==> src/rtl/prog_ctr.sv <==
// prog_ctr: fetch-stage program counter sequencer.
// Selects the next instruction address each cycle (sequential, absolute
// jump or PC-relative jump) under a start/run/done control FSM, and counts
// RUN cycles with a saturating counter. All outputs are registered.
module prog_ctr #(
    parameter int D  = 12,
    parameter int CW = 16
) (
    input  logic          Clk,
    input  logic          Reset,
    input  logic          Start,
    input  logic          Halt,
    input  logic          BranchAbs,
    input  logic          BranchRel,
    input  logic          Taken,
    input  logic [D-1:0]  Target,
    output logic [D-1:0]  ProgCtr,
    output logic          Running,
    output logic          Done,
    output logic [CW-1:0] CycleCnt
);

    typedef enum logic [1:0] {
        ST_IDLE = 2'd0,
        ST_RUN  = 2'd1,
        ST_DONE = 2'd2
    } state_t;

    state_t        r_state;
    state_t        w_state_nx;
    logic [D-1:0]  r_pc;
    logic [D-1:0]  w_pc_nx;
    logic [D-1:0]  w_pc_inc;
    logic [D-1:0]  w_pc_rel;
    logic [CW-1:0] r_cnt;
    logic [CW-1:0] w_cnt_nx;
    logic [CW-1:0] w_cnt_inc;
    logic          r_running;
    logic          r_done;

    // Address arithmetic wraps silently at 2^D; adding the raw D-bit
    // Target is the same as adding its signed value modulo 2^D.
    assign w_pc_inc  = r_pc + {{(D-1){1'b0}}, 1'b1};
    assign w_pc_rel  = r_pc + Target;

    // Run-cycle counter sticks at all-ones instead of wrapping.
    assign w_cnt_inc = (&r_cnt) ? r_cnt : (r_cnt + {{(CW-1){1'b0}}, 1'b1});

    // Next-state, next-PC and next-count selection.
    always_comb begin
        w_state_nx = r_state;
        w_pc_nx    = r_pc;
        w_cnt_nx   = r_cnt;
        case (r_state)
            ST_IDLE: begin
                w_pc_nx  = {D{1'b0}};
                w_cnt_nx = {CW{1'b0}};
                if (Start) begin
                    w_state_nx = ST_RUN;
                end else begin
                    w_state_nx = ST_IDLE;
                end
            end
            ST_RUN: begin
                // The halting cycle still counts as a RUN cycle.
                w_cnt_nx = w_cnt_inc;
                if (Halt) begin
                    w_state_nx = ST_DONE;
                    w_pc_nx    = r_pc;
                end else if (BranchAbs && Taken) begin
                    w_pc_nx = Target;
                end else if (BranchRel && Taken) begin
                    w_pc_nx = w_pc_rel;
                end else begin
                    w_pc_nx = w_pc_inc;
                end
            end
            ST_DONE: begin
                if (Start) begin
                    w_state_nx = ST_RUN;
                    w_pc_nx    = {D{1'b0}};
                    w_cnt_nx   = {CW{1'b0}};
                end else begin
                    w_state_nx = ST_DONE;
                end
            end
            default: begin
                w_state_nx = ST_IDLE;
                w_pc_nx    = {D{1'b0}};
                w_cnt_nx   = {CW{1'b0}};
            end
        endcase
    end

    // State and output registers; active-low Reset overrides everything.
    always_ff @(posedge Clk) begin
        if (!Reset) begin
            r_state   <= ST_IDLE;
            r_pc      <= {D{1'b0}};
            r_cnt     <= {CW{1'b0}};
            r_running <= 1'b0;
            r_done    <= 1'b0;
        end else begin
            r_state   <= w_state_nx;
            r_pc      <= w_pc_nx;
            r_cnt     <= w_cnt_nx;
            r_running <= (w_state_nx == ST_RUN);
            r_done    <= (w_state_nx == ST_DONE);
        end
    end

    assign ProgCtr  = r_pc;
    assign Running  = r_running;
    assign Done     = r_done;
    assign CycleCnt = r_cnt;

endmodule

==> config.mk <==
export PLATFORM = sky130hd
export DESIGN_NAME = prog_ctr
export DESIGN_NICKNAME = d
export VERILOG_FILES = /design/src/rtl/prog_ctr.sv
export SDC_FILE = /design/constraint.sdc
export NUM_CORES = 1
export LEC_CHECK = 0
export ABC_AREA = 1
export BUFFER_PORTS_ARGS = -buffer_cell sky130_fd_sc_hd__buf_2
export CORE_UTILIZATION = 59
export DETAILED_ROUTE_END_ITERATION = 10
export GPL_ROUTABILITY_DRIVEN = 0
export PLACE_DENSITY = 0.89
export SETUP_SLACK_MARGIN = 0.02
export SLEW_MARGIN = 20
export SYNTH_ARGS = -nofsm -noshare
export SYNTH_HDL_FRONTEND = slang
export SYNTH_SLANG_ARGS = --single-unit
==> constraint.sdc <==
create_clock -name Clk -period 3.05 [get_ports Clk]
set_input_delay 0 -clock Clk [delete_from_list [all_inputs] [get_ports Clk]]
set_output_delay 0 -clock Clk [all_outputs]
set_load 0.005 [all_outputs]
==> impl_results.md <==
- Tot GR Track Use: 0.308
- GRT overflow: 0
- Reg power frac: 0.486
- Final WL: 6.08 mm
- Share of layout cells above drive strength 1: 0.158
- Worst-Skew Late Latency: approximately 0.29 ns
- Mapped cell area: about 2400 um^2
- Placed Area: 2630 um^2
- Slew @ Worst Pin: approximately 0.50 ns
- Max VDD drop: 0.245 mV
- #FFs+latches synth: 32
- Tot Pwr: 886 uW
- R2R setup slack: 1.18 ns
- Post-layout util: 0.729
- Post-CTS Resized: 0
- HPWL Detailed: about 4.4 mm
- Max clock buf depth: 2
- Outcome: finished, final reports clean
- CTS H-tree lvls: 2
- DRC viols: 0
- Sw frac: 0.268
- Slew HR: 0.668
- RSZ-0062 raised after global routing: no
- Net Sw Power: 238 uW
- Die area: 4270 um^2
- Worst Hold Class: input pin to flip-flop
- First-pass GRT wire length: 10.4 mm
- Worst-path clk slew: 0.07 ns
- CTS buffer count: 5
- Syn nets: 430
- Worst setup SP type: flip-flop
- Area Overhead vs Synth: 15.4%
- Fin area: around 2700 um^2
- Vias in the first global route: 2441
- R2r endpoint: ProgCtr[6]$_SDFFE_PN0P_
- Mapped Cells: slightly below 400
- # nets final: 479
- N_diodes: 0
- Routed Antenna Nets: 0
- Worst Reg2Reg Path Length in Cells: 11
- Final Hold Fails: 0
- Synthesis Warnings: 0
- CTS tree: done
- Commonest non-fill, non-tap cells in the layout: nand2_1, inv_1, nor2_1
- Final min period: about 1.9 ns
- Commonest non-fill, non-tap cell in the layout: nand2_1
- Pwr/cell area: 325 nW/um^2
- Hold EP: ProgCtr[0]$_SDFFE_PN0P_
- Clock share of power: 0.396
- Core area: 3740 um^2
- WL/cell: 12.3 um
- Fin Setup TNS: 0 ns
- Critical Path RT: 3.29 ns
- WHS Path Cells: 3
- Die Ht: 65.3 um
- Final cycle utilization of the critical path: 0.615
- Crit. End Element: flip-flop
- # port buffers: 48
- Initial antenna violation count: 0
- Hold Path Origin: Target[0]
- Leakage: 0.00156 uW
- Number of cell rows: 22
- Vias/cell: 5.31
- RR Startpoint: ProgCtr[0]$_SDFFE_PN0P_
- Crit Path Category: flip-flop to flip-flop
- Die W: between 60 and 70 um
- 1st-pass router iterations: 5
- Register area share after synthesis: 0.271
- Largest net degree at the start of global routing: 17
- Arr. time, crit path: 2.12 ns
- Total clock sinks: 32
- Worst-path fanout max: 3
- Syn Area/Cell: around 5.9 um^2
- Final setup fails: 0
- Via count: 2633
- Internal Power: around 650 uW
- Fmax: 534 MHz
- Logic pwr share: 0.118
- Setup Skew: 0.00773 ns
- 1st-iter DRT viols: around 180
- Num ports: 49
- Starting density of the core: 0.632
- CTS root buffer: clkbuf_8
- Max Cap Viol: 0
- Yosys cell types: 28
- Max-slew violations: 0
-- worst max-delay path, stage by stage, from the launching register on --
cell     delay (ns)
dfxtp_1        0.36
ha_1           0.22
inv_1          0.07
fa_1           0.40
inv_1          0.10
nand3_1        0.08
nand3_1        0.14
nand2_1        0.10
a21o_1         0.16
nand3_1        0.06
nand2_1        0.07
nand2_1        0.05
-- power by group through the flow --
stage          sequential [uW]  combinational [uW]  clock (uW)
6_report                   430                 105         351
5_1_grt                    431                 118         367
4_1_cts                    430                 104         347
3_5_place_dp               440                 102           0
3_3_place_gp               439                98.7           0
2_1_floorplan              440                66.1           0
-- area by class of cell --
class,count,area (um^2)
clock buffers,8,90.1
flip-flops and latches,32,641
multi-input cells,291,1430
repair buffers,50,258
fillers,318,1010
well taps,48,60.1
inverters,67,251
-- flip-flops by register name (all words and copies together) (netlist names) --
signal / flops
ProgCtr: 12
r_state: 2
Done: 1
CycleCnt: 16
Running: 1
-- worst max path at each step --
stage                                        from                       to  slack [ns]
after floorplan                         BranchRel  ProgCtr[8]$_SDFFE_PN0P_        1.28
final                     ProgCtr[0]$_SDFFE_PN0P_  ProgCtr[6]$_SDFFE_PN0P_        1.18
after global routing      ProgCtr[0]$_SDFFE_PN0P_  ProgCtr[6]$_SDFFE_PN0P_        1.01
after CTS                 ProgCtr[0]$_SDFFE_PN0P_  ProgCtr[6]$_SDFFE_PN0P_        1.20
after global placement                      Taken  ProgCtr[8]$_SDFFE_PN0P_        1.07
after detailed placement                    Taken  ProgCtr[6]$_SDFFE_PN0P_        0.95
-- metal layers --
layer  GRT usage  vias to the layer above  part of all wire
met5           0                        -                 0
met4       0.120                        0             0.013
met3      0.0573                       13             0.073
met2       0.491                      101              0.45
met1       0.409                     1174              0.47
li1            -                     1345                 -
-- cells in the mapped netlist --
library cell | n | share of area
a21o_1 | 2 | 0.0063
a21oi_1 | 22 | 0.047
a21oi_2 | 1 | 0.0037
a22o_1 | 1 | 0.0037
buf_2 | 2 | 0.0042
buf_8 | 1 | 0.0063
clkbuf_1 | 5 | 0.0079
dfxtp_1 | 32 | 0.27
fa_1 | 1 | 0.0085
ha_1 | 12 | 0.063
inv_1 | 63 | 0.10
inv_2 | 4 | 0.0063
mux2i_1 | 1 | 0.0042
nand2_1 | 118 | 0.19
nand2_2 | 3 | 0.0079
nand2_4 | 1 | 0.0048
nand3_1 | 41 | 0.087
nand3_2 | 1 | 0.0042
nand3b_1 | 2 | 0.0063
nand4_1 | 10 | 0.026
nor2_1 | 50 | 0.079
nor2_2 | 2 | 0.0053
nor3_1 | 4 | 0.0085
o21ai_0 | 9 | 0.019
o22ai_1 | 1 | 0.0026
or2_2 | 4 | 0.011
xnor2_1 | 1 | 0.0037
xor2_1 | 4 | 0.015
-- stage by stage --
stage	std cells	worst slack, ns	hold slack, ns
global route	496	1.01	0.0566
global placement	487	1.07	0.271
CTS	496	1.20	0.0283
finish	496	1.18	0.0178
detailed placement	487	0.951	0.277
floorplan	398	1.28	0.135
-- kinds of logic (layout without fill, tap and decap cells) --
logic type | count (synthesis) | in the layout | share of synthesized area
AOI/OAI and AO/OA | 36 | 36 | 0.0820
xor gates and xnor gates | 5 | 5 | 0.0185
adders and majority gates | 13 | 13 | 0.0720
buffers and inverters | 75 | 125 | 0.125
DFF | 32 | 32 | 0.271
muxes | 1 | 1 | 0.00423
and+or+nand+nor | 236 | 236 | 0.428
-- what timing repair did --
action / CTS / global route
hold buffers: 1 / 0
hold endpoints to repair: 2 / 0
buffers inserted: 0 / 0
endpoints found under the setup margin: 0 / 0
Power figures use the tool's default switching activity.
